<file path="config.mk">
export PLATFORM = sky130hd
export DESIGN_NAME = axis_pipeliner_credit
export DESIGN_NICKNAME = d
export VERILOG_FILES = /design/src/rtl/axis_pipeliner_credit_pkg.sv /design/src/rtl/axis_pipeliner_fifo.sv /design/src/rtl/axis_pipeliner_credit.sv
export SDC_FILE = /design/constraint.sdc
export NUM_CORES = 1
export LEC_CHECK = 0
export ABC_AREA = 1
export CORE_ASPECT_RATIO = 0.8
export CORE_MARGIN = 2
export CORE_UTILIZATION = 46
export DETAILED_ROUTE_END_ITERATION = 12
export RECOVER_POWER = 25
export SLEW_MARGIN = 20
export SYNTH_ARGS = -nofsm -noshare
export SYNTH_HDL_FRONTEND = slang
export SYNTH_SLANG_ARGS = --single-unit
</file>
<file path="constraint.sdc">
create_clock -name axis_aclk -period 6.05 [get_ports axis_aclk]
set_input_delay 1.21 -clock axis_aclk [delete_from_list [all_inputs] [get_ports axis_aclk]]
set_output_delay 1.21 -clock axis_aclk [all_outputs]
set_load 0.02 [all_outputs]
</file>
<file path="src/rtl/axis_pipeliner_credit_pkg.sv">
`default_nettype none
// ============================================================================
// Module  : axis_pipeliner_credit_pkg
// Brief   : shared sizing helper and parameter legality checks for AXIS blocks
// Revision: 1.0
// ============================================================================
package axis_pipeliner_credit_pkg;

  // Constant-foldable ceil(log2(value)); returns 0 for value <= 1.
  function automatic int clog2(input int value);
    int r;
    r = 0;
    for (int i = 0; i < 31; i++) begin
      if ((1 << i) < value) r = i + 1;
    end
    return r;
  endfunction

  function automatic bit is_pow2(input int value);
    return (value >= 1) && ((value & (value - 1)) == 0);
  endfunction

  function automatic bit params_legal(input int stages, input int qual_width, input int depth);
    return (stages >= 1) && (qual_width >= 1) && is_pow2(depth);
  endfunction

endpackage
`default_nettype wire

</file>
<file path="src/rtl/axis_pipeliner_fifo.sv">
`default_nettype none
// ============================================================================
// Module  : axis_pipeliner_fifo
// Brief   : synchronous first-word-fall-through FIFO with level and sticky overflow
// Revision: 1.0
// ============================================================================
module axis_pipeliner_fifo
  import axis_pipeliner_credit_pkg::*;
#(
  parameter int WIDTH = 8,
  parameter int DEPTH = 16
) (
  input  logic                    clk,
  input  logic                    rst,
  input  logic                    wr_en,
  input  logic [WIDTH-1:0]        wr_data,
  input  logic                    rd_en,
  output logic [WIDTH-1:0]        rd_data,
  output logic [clog2(DEPTH):0]   level,
  output logic                    full,
  output logic                    empty,
  output logic                    overflow
);

  localparam int c_AW = clog2(DEPTH);
  localparam int c_IW = (c_AW == 0) ? 1 : c_AW;
  localparam logic [c_IW-1:0] c_IDX_MASK   = c_IW'(DEPTH - 1);
  localparam logic [c_AW:0]   c_FULL_LEVEL = (c_AW + 1)'(DEPTH);
  localparam logic [c_AW:0]   c_PTR_ONE    = (c_AW + 1)'(1);

  logic [WIDTH-1:0] r_mem [DEPTH];
  logic [c_AW:0]    r_wr_ptr;
  logic [c_AW:0]    r_rd_ptr;
  logic             r_overflow;
  logic [c_IW-1:0]  w_wr_idx;
  logic [c_IW-1:0]  w_rd_idx;
  logic             w_do_wr;
  logic             w_do_rd;

  // Extra pointer MSB separates full from empty; the mask collapses DEPTH=1 to slot 0.
  assign w_wr_idx = r_wr_ptr[c_IW-1:0] & c_IDX_MASK;
  assign w_rd_idx = r_rd_ptr[c_IW-1:0] & c_IDX_MASK;

  assign level    = r_wr_ptr - r_rd_ptr;
  assign empty    = (r_wr_ptr == r_rd_ptr);
  assign full     = (level == c_FULL_LEVEL);
  assign overflow = r_overflow;
  assign rd_data  = r_mem[w_rd_idx];

  assign w_do_rd = rd_en & ~empty;
  assign w_do_wr = wr_en & (~full | w_do_rd);

  always_ff @(posedge clk) begin
    if (w_do_wr) r_mem[w_wr_idx] <= wr_data;
  end

  always_ff @(posedge clk) begin
    if (rst) begin
      r_wr_ptr   <= '0;
      r_rd_ptr   <= '0;
      r_overflow <= 1'b0;
    end else begin
      if (w_do_wr) r_wr_ptr <= r_wr_ptr + c_PTR_ONE;
      if (w_do_rd) r_rd_ptr <= r_rd_ptr + c_PTR_ONE;
      if (wr_en & ~w_do_wr) r_overflow <= 1'b1;
    end
  end

endmodule
`default_nettype wire

</file>
<file path="src/rtl/axis_pipeliner_credit.sv">
`default_nettype none
// ============================================================================
// Module  : axis_pipeliner_credit
// Brief   : credit-based AXI4-Stream wrapper around a free-running fixed-latency pipeline
// Revision: 1.0
// ============================================================================
module axis_pipeliner_credit
  import axis_pipeliner_credit_pkg::*;
#(
  parameter int PIPE_DATA_IN_WIDTH  = 32,
  parameter int PIPE_DATA_OUT_WIDTH = 32,
  parameter int PIPE_QUAL_WIDTH     = 4,
  parameter int PIPE_STAGES         = 8,
  parameter int FIFO_DEPTH          = 16
) (
  input  logic                            axis_aclk,
  input  logic                            axis_areset,
  input  logic [PIPE_DATA_IN_WIDTH-1:0]   s_axis_tdata,
  input  logic [PIPE_QUAL_WIDTH-1:0]      s_axis_tuser,
  input  logic                            s_axis_tvalid,
  output logic                            s_axis_tready,
  input  logic                            s_axis_tlast,
  output logic [PIPE_DATA_OUT_WIDTH-1:0]  m_axis_tdata,
  output logic [PIPE_QUAL_WIDTH-1:0]      m_axis_tuser,
  output logic                            m_axis_tvalid,
  input  logic                            m_axis_tready,
  output logic                            m_axis_tlast,
  output logic                            pipe_cen,
  output logic [PIPE_DATA_IN_WIDTH-1:0]   pipe_in_data,
  input  logic [PIPE_DATA_OUT_WIDTH-1:0]  pipe_out_data,
  output logic [clog2(FIFO_DEPTH):0]      fifo_level,
  output logic [clog2(FIFO_DEPTH):0]      outstanding,
  output logic                            overflow_err
);

  localparam int c_LW = clog2(FIFO_DEPTH) + 1;
  localparam int c_FW = PIPE_DATA_OUT_WIDTH + PIPE_QUAL_WIDTH + 1;
  localparam logic [c_LW-1:0] c_CREDITS = c_LW'(FIFO_DEPTH);

  generate
    if (!params_legal(PIPE_STAGES, PIPE_QUAL_WIDTH, FIFO_DEPTH)) begin : g_param_check
      $error("axis_pipeliner_credit: need PIPE_STAGES>=1, PIPE_QUAL_WIDTH>=1, FIFO_DEPTH power of two");
    end
  endgenerate

  logic                        r_s_axis_tready;
  logic                        r_pipe_cen;
  logic [PIPE_STAGES-1:0]      r_valid_pipe;
  logic [PIPE_STAGES-1:0]      r_last_pipe;
  logic [PIPE_QUAL_WIDTH-1:0]  r_user_pipe [PIPE_STAGES];
  logic [c_LW-1:0]             r_outstanding;
  logic [c_LW-1:0]             w_outstanding_next;
  logic                        w_accept;
  logic                        w_pop;
  logic                        w_fifo_empty;
  logic                        w_fifo_full;
  logic [c_FW-1:0]             w_fifo_wr_data;
  logic [c_FW-1:0]             w_fifo_rd_data;

  assign w_accept           = s_axis_tvalid & r_s_axis_tready;
  assign w_pop              = m_axis_tvalid & m_axis_tready;
  assign w_outstanding_next = r_outstanding + c_LW'(w_accept) - c_LW'(w_pop);

  assign s_axis_tready = r_s_axis_tready;
  assign pipe_cen      = r_pipe_cen;
  assign pipe_in_data  = s_axis_tdata;
  assign outstanding   = r_outstanding;

  // Ready depends only on registered state, so m_axis_tready never reaches the source side combinationally.
  always_ff @(posedge axis_aclk) begin
    r_pipe_cen <= ~axis_areset;
    if (axis_areset) begin
      r_valid_pipe    <= '0;
      r_last_pipe     <= '0;
      r_outstanding   <= '0;
      r_s_axis_tready <= 1'b0;
      for (int i = 0; i < PIPE_STAGES; i++) r_user_pipe[i] <= '0;
    end else begin
      r_valid_pipe[0] <= w_accept;
      r_last_pipe[0]  <= s_axis_tlast;
      r_user_pipe[0]  <= s_axis_tuser;
      for (int i = 1; i < PIPE_STAGES; i++) begin
        r_valid_pipe[i] <= r_valid_pipe[i-1];
        r_last_pipe[i]  <= r_last_pipe[i-1];
        r_user_pipe[i]  <= r_user_pipe[i-1];
      end
      r_outstanding   <= w_outstanding_next;
      // The full term is a backstop; with correct credit accounting it never changes the result.
      r_s_axis_tready <= (w_outstanding_next < c_CREDITS) & ~(w_fifo_full & ~w_pop);
    end
  end

  assign w_fifo_wr_data = {pipe_out_data, r_user_pipe[PIPE_STAGES-1], r_last_pipe[PIPE_STAGES-1]};

  axis_pipeliner_fifo #(
    .WIDTH (c_FW),
    .DEPTH (FIFO_DEPTH)
  ) u_fifo (
    .clk      (axis_aclk),
    .rst      (axis_areset),
    .wr_en    (r_valid_pipe[PIPE_STAGES-1]),
    .wr_data  (w_fifo_wr_data),
    .rd_en    (m_axis_tready),
    .rd_data  (w_fifo_rd_data),
    .level    (fifo_level),
    .full     (w_fifo_full),
    .empty    (w_fifo_empty),
    .overflow (overflow_err)
  );

  assign m_axis_tvalid = ~w_fifo_empty;
  assign {m_axis_tdata, m_axis_tuser, m_axis_tlast} = w_fifo_rd_data;

endmodule
`default_nettype wire
</file>
# Word level (Yosys, flattened, before mapping)
# Memories as Yosys holds them, arrays and structs flattened. A register that Yosys moved wholly into a read port is not among the register bits.
# Cells that the tools add are included.
# totals
register_bits	34
mem_bits_rw	624
inputBits	73
out_inout_bits	83
memories	2
# mem_list
name	words	width	read_ports	rd_ports_with_merged_regs	write_ports	line	text
u_fifo.r_mem	16	37	1	1	1	axis_pipeliner_fifo.sv:31	logic [WIDTH-1:0] r_mem [DEPTH];
r_user_pipe	8	4	8	0	8	axis_pipeliner_credit.sv:50	logic [PIPE_QUAL_WIDTH-1:0] r_user_pipe [PIPE_STAGES];
# op_classes
n_addsub	5
order_cmp	1
eq_ne	2
muxes	15
bitwise_logic	21
# op_table
operator	count
4-bit two-way mux	10
5-bit by 1-bit adder with 5-bit output (second input constant)	2
1-bit bitwise OR	9
1-bit AND	6
1-bit inverter	6
5-bit by 1-bit adder with 5-bit output	1
5-bit == test	1
5-bit == test (second input constant)	1
5-bit < comparator (second input constant)	1
1-bit two-way mux	5
5-bit by 1-bit subtractor with 5-bit output	1
5-bit subtractor	1

# Depth between registers and ports, before layout
# Gate-level depths: netlist (run 1).
# depth
word_depth	7
mapped_depth	16
depth_no_buf	16

# Hierarchy
# Synthesis (run 1) repeated with hierarchy kept, for this count alone.
# hier_totals
cells_unflattened	1935
hier_area_um2	26525.4
# by_module_without_submodules
module	n_inst	cells_per_inst	area_each_um2	seq_area_each_um2
axis_pipeliner_fifo	1	1697	24491.0	18077.3
axis_pipeliner_credit	1	238	2034.5	1101.1

# Least setup slack after synthesis (run 1)
# No wires, ideal clock.
# synth_path
path_type	reg-to-reg
startpoint	reg u_fifo.r_wr_ptr[0]
endpoint	mem u_fifo.r_mem[0][0] in the netlist's numbering (enable)
t_arrival_ns	4.303
required_ns	5.573
slack_ns	1.270
path_stages_with_launch	13
n_path_buf	1
path_cell_list	dfxtp_1 inv_1 ha_1 inv_1 fa_1 nand2_1 nand2_1 nand3_1 nand2_1 nand3_2 nand2_2 buf_6 nor3_1
# synth_between
elab_chain_len	7
elab_cells_between_ends	10
cone_classes	add/sub (1); eq/ne (2); mux (2); bitwise (5)
# synth_rtl
item	line	text
start, declared	axis_pipeliner_fifo.sv:32	logic [c_AW:0] r_wr_ptr;
start signal, assigned	axis_pipeliner_fifo.sv:63	if (w_do_wr) r_wr_ptr <= r_wr_ptr + c_PTR_ONE;
5-bit subtractor	axis_pipeliner_fifo.sv:44	assign level = r_wr_ptr - r_rd_ptr;
net fifo_level[4]	axis_pipeliner_credit.sv:31	output logic [clog2(FIFO_DEPTH):0] fifo_level,
5-bit == test	axis_pipeliner_fifo.sv:46	assign full = (level == c_FULL_LEVEL);
1-bit inverter	axis_pipeliner_fifo.sv:51	assign w_do_wr = wr_en & (~full | w_do_rd);
1-bit bitwise OR	axis_pipeliner_fifo.sv:51	
1-bit AND	axis_pipeliner_fifo.sv:51	
1-bit two-way mux	axis_pipeliner_fifo.sv:54	if (w_do_wr) r_mem[w_wr_idx] <= wr_data;
1-bit two-way mux (not written as such)	axis_pipeliner_fifo.sv:54	
end, declared	axis_pipeliner_fifo.sv:31	
# The timed path passes the listed nets, and every way through them passes these cells.

==> impl_metrics.env, run 1 <==
export IMPL_status="finished with violations"
export IMPL_failed_checks="capacitance limit, slew limit"
export IMPL_path_max_fanout=130
export IMPL_dr_pass1_iters=5
export IMPL_port_buffers=91
export IMPL_finalSetupTns_ns=0
export IMPL_clock_fmax_ghz=0.209
export IMPL_hold_viol_final=0
export IMPL_syn_to_final_growth_pct=12.9
export IMPL_synth_cells=1934
export IMPL_period_share_pct=79.1
export IMPL_slew_violations=55
export IMPL_clock_path_buffers=3
export IMPL_wire_per_inst_um=22.0
export IMPL_reg2reg_slack_ns=2.72
export IMPL_relSlewSlack_pct=-45.4
export IMPL_hold_ws_ns=0.399
export IMPL_grt_antenna_before_repair=2
export IMPL_cts_root_buf="clkbuf_16"
export IMPL_finalWirelength_mm=60.8
export IMPL_async_reset_ff_share_pct=0
export IMPL_vias_per_cell=5.66
export IMPL_p_sw_w=0.00225
export IMPL_antenna_left=0
export IMPL_first_global_vias=14918
export IMPL_numCtsBuffers=61
export IMPL_pwr_share_comb_pct=9.3
export IMPL_synth_most_common_cell="edfxtp_1"
export IMPL_yosysUniqueCellTypes=36
export IMPL_netlist_area_leader_share_pct=69.1
export IMPL_clock_latency_ns=0.62
export IMPL_floorplan_die_area_um2=57900
export IMPL_cellPowerDensity_nw_per_um2=336
export IMPL_p_int_w=0.00753
export IMPL_rows=77
export IMPL_gp_congestion=0.733
export IMPL_cpMaxStageDelayCell="inv_6"
export IMPL_post_place_ws_ns=1.85
export IMPL_grt_start_max_net_pins=155
export IMPL_netSwitchingFraction_pct=23.0
export IMPL_synth_seq_cells=662
export IMPL_synth_area_leaders="edfxtp_1, dfxtp_1, nor2_1, o21ai_0, o221ai_1"
export IMPL_synth_edff_count=592
export IMPL_coreArea_um2=55300
export IMPL_start_util_pct=46.5
export IMPL_grt_ovfl_total=0
export IMPL_num_io_pins=156
export IMPL_hold_class="register to register"
export IMPL_drtIter0Drc=1763
export IMPL_dp_final_hpwl_mm=29.1
export IMPL_end_kind="output pin"
export IMPL_finalWorstSetupSlack_ns=1.26
export IMPL_period_minus_slack_ns=4.79
export IMPL_dieWidth_um=268
export IMPL_crit_family="buffers and inverters"
export IMPL_syn_nets=2023
export IMPL_critPathArrivalTime_ns=3.58
export IMPL_drv_cap=1
export IMPL_vias=15629
export IMPL_slowest_delay_ns=0.85
export IMPL_cts_setup_buffers=0
export IMPL_final_cells=2760
export IMPL_fin_util_pct=52.6
export IMPL_yosysSeqAreaShare_pct=74.5
export IMPL_post_place_cells=2648
export IMPL_ys_warn_count=0
export IMPL_nNetsFinal=2050
export IMPL_clock_sinks=662
export IMPL_setup_viol=0
export IMPL_critical_path_buf_inv_count=3
export IMPL_power_frac_seq_pct=51.4
export IMPL_p_leak_nw=9.53
export IMPL_clkTransAtPathRegs_ns=0.06
export IMPL_cts_tree="built"
export IMPL_yosys_most_used_dff="edfxtp_1"
export IMPL_cts_resized=0
export IMPL_grtUsageTotal_pct=21.0
export IMPL_synthesis_area_um2=25700
export IMPL_path_cells="inv_6 -> buf_4 -> o21ai_0 -> o221ai_1 -> nand3_1 -> nand2_1 -> clkdlybuf4s50_1"
export IMPL_htree_levels=2
export IMPL_cts_hold_buffers_added=0
export IMPL_critPathLaunchType="register"
export IMPL_rsz0062_at_grt="no"
export IMPL_drive_above_1_share_pct=7.37
export IMPL_yosys_area_top_type="edfxtp_1"
export IMPL_finClkSkew_ns=0.0120
export IMPL_critPathKind="register to output pin"
export IMPL_drc=0
export IMPL_grt_pass1_wl_mm=91.5
export IMPL_clkPwrFrac_pct=39.3
export IMPL_synthTopCellsByCount="edfxtp_1, nor2_1, o21ai_0"
export IMPL_cp_required_ns=4.84
export IMPL_vdd_drop_max_v=0.000203
export IMPL_worstMarginPinSlew_ns=2.18
export IMPL_syn_avg_cell_area_um2=13.3
export IMPL_die_y_um=216
==> final cells by class <==
class | count | area, um^2
timing repair buffer | 125 | 1200
clock inverter | 26 | 250
fill | 4627 | 26200
tap | 750 | 938
clock buffer | 85 | 1740
multi-input combinational | 1027 | 5410
sequential | 662 | 19200
antenna | 1 | 2.50
inverter | 84 | 328
==> metrics by stage <==
step | power (W) | instance area [um^2]
after floorplan | 0.00574 | 25700
after global placement | 0.00602 | 27100
after detailed placement | 0.00604 | 27100
after CTS | 0.00986 | 29100
after global routing | 0.0101 | 29100
final | 0.00978 | 29100
==> final timing paths <==
path / start / endpoint / cells past startpoint
max: register / m_axis_tdata[4] / 7
min: r_last_pipe[4]$_SDFF_PP0_ / r_last_pipe[5]$_SDFF_PP0_ / 2
max reg2reg: u_fifo.r_wr_ptr[0]$_SDFFE_PP0P_ / u_fifo.r_mem[8][13]$_DFFE_PP_ / 12
min reg2reg: r_last_pipe[4]$_SDFF_PP0_ / r_last_pipe[5]$_SDFF_PP0_ / 2
==> sequential cells by signal, indices dropped and copies added (netlist names), named ones only <==
name and count:
outstanding 5, pipe_cen 1, r_last_pipe 8, r_user_pipe 32, r_valid_pipe 8, s_axis_tready 1, u_fifo.overflow 1, u_fifo.r_mem 592
u_fifo.r_rd_ptr 5, u_fifo.r_wr_ptr 5
==> power by group through the flow <==
| stage | sequential [W] | clock [W] | combinational, W |
|---|---|---|---|
| after floorplan | 0.00512 | 0 | 0.000620 |
| after global placement | 0.00513 | 0 | 0.000894 |
| after detailed placement | 0.00513 | 0 | 0.000915 |
| after CTS | 0.00503 | 0.00391 | 0.000918 |
| after global routing | 0.00503 | 0.00407 | 0.00101 |
| final | 0.00503 | 0.00384 | 0.000910 |
==> worst reg2reg max path: stages, from the launching register on <==
cell and delay (ns):
dfxtp_1 0.35, inv_1 0.16, ha_1 0.17, inv_1 0.06, fa_1 0.40, nand2_1 0.08
nand2_1 0.07, nand3_1 0.08, nand2_1 0.09, nand3_2 0.25, nand2_2 0.32, nor3_2 0.22
buf_4 0.67
==> routing by layer <==
layer  wire, um  share of wire [%]  global-route usage (%)
met4       1050                1.7                    5.13
met3       4270                7.0                    3.15
met1      27600                 45                    31.0
met5          8              0.013                       0
met2      27900                 46                    32.7
==> placed cells by master, fill, tap and decap left out, drive strengths merged <==
| master | count |
|---|---|
| ha | 14 |
| a21oi | 14 |
| clkbuf | 86 |
| fa | 2 |
| o21a | 1 |
| buf | 34 |
| o211ai | 23 |
| dfxtp | 70 |
| nor3b | 1 |
| dlygate4sd3 | 14 |
| nor2 | 363 |
| nand2 | 75 |
| o22ai | 23 |
| diode | 1 |
| bufinv | 5 |
| o221ai | 125 |
| o31ai | 1 |
| edfxtp | 592 |
| nor3 | 17 |
| nor4 | 1 |
| nand3 | 60 |
| or2 | 1 |
| o21ai | 302 |
| clkdlybuf4s50 | 76 |
| xor2 | 2 |
| inv | 87 |
| nand3b | 2 |
| clkinv | 18 |
==> kinds of logic after synthesis <==
kind of cell | count (synthesis) | synth area share [%]
adder cells (fa/ha/maj) | 16 | 0.836
XOR/XNOR | 2 | 0.0681
buffers and inverters | 245 | 4.79
AND/OR/NAND/NOR | 520 | 8.10
AO/OA/AOI/OAI | 489 | 11.7
flip-flops | 662 | 74.5
(Power assumes the default switching activity.)
==> run 2, diff against run 1 <==
- clock period: 6.05 -> 4.9 ns (I/O delays scaled with it)
==> run 2 against run 1 <==
Compared with the run above:
- die area unchanged
- routed wire length rose by 0.93%
- core utilization rose by 0.60 points
- flip-flop and latch count unchanged
- largest cell class unchanged
- the run still ends with capacitance limit, slew limit left
- sequential share of layout area shrank 0.75 points
- non-clock buffer count did not move
- combinational power rose by 26%
- global-route usage is 0.49 points higher
- count of clock-buffer cells in the layout down 2
- critical endpoint is now m_axis_tdata[12]
- cell count up 0.33%
- critical path depth unchanged
- worst setup slack worse by 0.78 ns
==> impl_metrics.env, run 2 (synthesis results as in run 1) <==
export IMPL_syn_to_final_growth_pct=14.2
export IMPL_critPathLaunchType="register"
export IMPL_fillerInstances=4604
export IMPL_htree_levels=3
export IMPL_wire_per_inst_um=22.2
export IMPL_netSwitchingFraction_pct=22.6
export IMPL_grt_ovfl_total=0
export IMPL_die_y_um=216
export IMPL_drv_cap=1
export IMPL_cts_resized=0
export IMPL_clock_latency_ns=0.60
export IMPL_grtUsageTotal_pct=21.5
export IMPL_dr_wl_met2_mm=28.0
export IMPL_rsz0062_at_grt="no"
export IMPL_power_frac_seq_pct=48.7
export IMPL_rr_worst_depth=12
export IMPL_coreArea_um2=55300
export IMPL_status="finished with violations"
export IMPL_setup_viol=0
export IMPL_cp_required_ns=3.92
export IMPL_gp_congestion=0.750
export IMPL_antenna_left=0
export IMPL_num_io_pins=156
export IMPL_finalWirelength_mm=61.4
export IMPL_port_buffers=91
export IMPL_finalSetupTns_ns=0
export IMPL_start_util_pct=46.5
export IMPL_path_max_fanout=148
export IMPL_largestRegisters="u_fifo.r_mem: 592 flops, r_user_pipe: 32 flops"
export IMPL_relSlewSlack_pct=-48.3
export IMPL_multi_input_area_um2=5410
export IMPL_floorplan_die_area_um2=57900
export IMPL_p_leak_nw=9.66
export IMPL_nNetsFinal=2055
export IMPL_clkTransAtPathRegs_ns=0.06
export IMPL_vias=15582
export IMPL_cellPowerDensity_nw_per_um2=433
export IMPL_finClkSkew_ns=0.0199
export IMPL_clock_sinks=662
export IMPL_worstMarginPinSlew_ns=2.22
export IMPL_cts_root_buf="clkbuf_16"
export IMPL_largest_reg_flops=592
export IMPL_hold_end="r_user_pipe[1][2]$_SDFF_PP0_"
export IMPL_final_cell_mix="edfxtp_1, nor2_1, o21ai_0"
export IMPL_rows=77
export IMPL_p_int_w=0.00985
export IMPL_hp_start="r_user_pipe[0][14]$_SDFF_PP0_"
export IMPL_slew_violations=55
export IMPL_grt_pass1_wl_mm=93.4
export IMPL_hold_depth=2
export IMPL_r2r_start="u_fifo.r_wr_ptr[0]$_SDFFE_PP0P_"
export IMPL_cts_hold_buffers_added=0
export IMPL_period_minus_slack_ns=4.42
export IMPL_failed_checks="capacitance limit, slew limit"
export IMPL_dr_pass1_iters=5
export IMPL_grt_start_max_net_pins=163
export IMPL_reg2reg_slack_ns=1.62
export IMPL_pwr_share_comb_pct=9.0
export IMPL_drtIter0Drc=1668
export IMPL_highest_layer="met5"
export IMPL_hold_class="register to register"
export IMPL_p_sw_w=0.00287
export IMPL_hold_viol_final=0
export IMPL_period_share_pct=90.2
export IMPL_cts_tree="built"
export IMPL_numCtsBuffers=66
export IMPL_vias_per_cell=5.63
export IMPL_grt_antenna_before_repair=4
export IMPL_final_common_cell="edfxtp_1"
export IMPL_reg2reg_to="u_fifo.r_mem[7][12]$_DFFE_PP_"
export IMPL_critPathKind="register to output pin"
export IMPL_hold_ws_ns=0.397
export IMPL_dieWidth_um=268
export IMPL_max_flop_register="u_fifo.r_mem"
export IMPL_ff_latch_area_um2=19200
export IMPL_critPathArrivalTime_ns=3.44
export IMPL_first_global_vias=15585
export IMPL_vdd_drop_max_v=0.000384
export IMPL_clock_fmax_ghz=0.226
export IMPL_drive_above_1_share_pct=7.99
export IMPL_drt_met1_wl_mm=28.0
export IMPL_clock_path_buffers=3
export IMPL_dp_final_hpwl_mm=28.4
export IMPL_clkPwrFrac_pct=42.3
export IMPL_end_kind="output pin"
export IMPL_drc=0
export IMPL_route_met3_wl_mm=4.26
export IMPL_cts_setup_buffers=0
## run 2: how the worst max path moves through the flow
stage          slack [ns]                            to  cells past startpoint                       startpoint
2_1_floorplan        0.12  u_fifo.r_mem[0][0]$_DFFE_PP_                     12  u_fifo.r_wr_ptr[0]$_SDFFE_PP0P_
3_3_place_gp         1.17                  m_axis_tlast                      7                         register
3_5_place_dp         1.11               m_axis_tdata[7]                      7                         register
4_1_cts              0.44              m_axis_tdata[12]                      7                         register
5_1_grt              0.27               m_axis_tdata[4]                      7                         register
6_report             0.48              m_axis_tdata[12]                      7                         register
## run 2: power by group through the flow
stage | Sequential [W] | Clock, W | Combinational, W
2_1_floorplan | 0.00632 | 0 | 0.000765
5_1_grt | 0.00620 | 0.00568 | 0.00127
3_5_place_dp | 0.00632 | 0 | 0.00115
6_report | 0.00619 | 0.00538 | 0.00115
3_3_place_gp | 0.00631 | 0 | 0.00113
4_1_cts | 0.00620 | 0.00547 | 0.00116
## run 2: layout make-up
cell class | count | share of cell area, %
Sequential cell | 662 | 65.3
Multi-Input combinational cell | 1027 | 18.4
Clock buffer | 83 | 6.23
Timing Repair Buffer | 125 | 4.15
Tap cell | 750 | 3.19
Clock inverter | 35 | 1.62
Inverter | 84 | 1.11
Antenna cell | 3 | 0.0255
## run 2: metrics by stage
step           std cells  cell area, um^2  worst slack (ns)  util (%)  total power [W]
4_1_cts             2766            29400             0.439      53.1           0.0128
2_1_floorplan       1934            25700             0.120         -          0.00709
5_1_grt             2767            29400             0.273      53.1           0.0131
3_5_place_dp        2648            27100              1.11      49.0          0.00747
6_report            2769            29400             0.478      53.2           0.0127
3_3_place_gp        2648            27100              1.17      49.0          0.00744
## run 2: critical path, cell delays in order (launching register included)
cell             delay (ns)
dfxtp_4                0.50
inv_8                  0.67
buf_12                 0.38
o21ai_0                0.16
o221ai_1               0.20
nand3_1                0.13
nand2_1                0.10
clkdlybuf4s50_1        0.60
## run 2: per-layer routing
| metal | GRT usage, % | vias up |
|---|---|---|
| li1 | - | 7185 |
| met1 | 31.0 | 7817 |
| met2 | 33.2 | 492 |
| met3 | 4.62 | 84 |
| met4 | 5.28 | 4 |
| met5 | 0 | - |
==> variant, RTL diff (flow settings as in run 2) <==
Register the output `overflow_err`, without a reset; this adds one clock of latency there. The other outputs are not delayed to match.
--- a/src/rtl/axis_pipeliner_credit.sv
+++ b/src/rtl/axis_pipeliner_credit.sv
@@ -37,4 +37,6 @@
   localparam int c_FW = PIPE_DATA_OUT_WIDTH + PIPE_QUAL_WIDTH + 1;
   localparam logic [c_LW-1:0] c_CREDITS = c_LW'(FIFO_DEPTH);
+
+  logic overflow_err_d;
 
   generate
@@ -106,5 +108,5 @@
     .full     (w_fifo_full),
     .empty    (w_fifo_empty),
-    .overflow (overflow_err)
+    .overflow (overflow_err_d)
   );
 
@@ -112,4 +114,8 @@
   assign {m_axis_tdata, m_axis_tuser, m_axis_tlast} = w_fifo_rd_data;
 
+  always_ff @(posedge axis_aclk) begin
+    overflow_err <= overflow_err_d;
+  end
+
 endmodule
 `default_nettype wire
Function: same outputs for any inputs over 10 cycles, from zero or initial values and one cycle with axis_areset high; that may be too few to reach the edited logic, so the function may still have changed.
==> variant against run 2 <==
  * Sequential cell count up 1
  * Count of clock-buffer cells in the layout up 5
  * Worst setup slack better by 0.087 ns
  * Utilization down 0.43 points
  * Power down 4.1%
  * Highest routed layer unchanged
  * Synthesized area about the same
  * The flow still finishes with violations (max-capacitance violations, max-slew violations)
  * Wire length up 1.7%
  * Design area down 0.81%
  * Register-to-register slack worse by 0.05 ns
==> variant: results (changes against run 2) <==
* ClkCell Share at 7.04% (-0.81 points)
* # clk buffers at 88 (+6.0%)
* Layout cells sized above 1 at 7.63% (-0.36 points)
* Worst Path Max Fanout at 101 (-32%)
* Initial DRC Count at 1696 (+1.7%)
* First-pass GRT wire length at 93500 um (+0.13%)
* Worst-case vdd ir drop at 230 uV (-40%)
* Seq_cells at 663 (+0.15%)
* Status: finished with violations
* GRT Overall Usage at 21.6% (+0.14 points)
* Met2 Use GR at 33.3% (+0.069 points)
* Static Leak at 9.54 nW (-1.2%)
* Routed vias/inst at 5.75 (+2.3%)
* Psw at 2.87 mW (about the same)
* Initial antenna violation count at 2 (-2)
* Data buffer area share at 4.18% (+0.034 points)
* Power Dens Cells at 418 nW/um^2 (-3.3%)
* Met1 Usage GRT at 31.2% (+0.12 points)
* Layout Nets at 2056 (+0.049%)
* Worst path arrival time at 3.36 ns (-0.08 ns)
* Rel. slew slack at -43.5% (+4.8 points)
* Area contributors post-synth: edfxtp_1 (69%), dfxtp_1 (5.5%), nor2_1 (5.3%), o21ai_0 (5.1%), o221ai_1 (4.2%)
* Routed wl met3 at 4710 um (+11%)
* Routability Congestion at 0.743 (-0.92%)
* Vias in the first global route at 15300 (-1.7%)
* Diodes inserted at 2 (-1)
* Max-Cap Viols at 1 (unchanged)
* Met3 GRT Util at 4.31% (-0.31 points)
* Largest net degree at the start of global routing at 180 (+10%)
* Violated checks: max-capacitance violations, max-slew violations
* Final Slew Violations at 55 (unchanged)
* Syn_nets at 2024 (+0.049%)
==> variant: cell families after synthesis <==
logic type | share of synthesized area (%)
AO/OA/AOI/OAI | 11.7
adder cells (fa/ha/maj) | 0.835
buffers and inverters | 4.78
XOR/XNOR | 0.0680
flip-flops | 74.5
AND/OR/NAND/NOR | 8.10
==> variant: path summary, 6_finish.rpt <==
check        cells past startpoint              endpoint                from  slack (ns)
min reg2reg                      0          overflow_err     u_fifo.overflow        0.35
max                              6      m_axis_tdata[29]           flip-flop        0.56
min                              0          overflow_err     u_fifo.overflow        0.35
max reg2reg                     12  u_fifo.r_mem[14][21]  u_fifo.r_wr_ptr[0]        1.57
==> variant: metrics by stage <==
step           worst slack, ns  area (sq um)
2_1_floorplan            0.120         25800
3_3_place_gp              1.26         27100
3_5_place_dp              1.20         27100
4_1_cts                  0.558         29200
5_1_grt                  0.348         29200
6_report                 0.564         29200
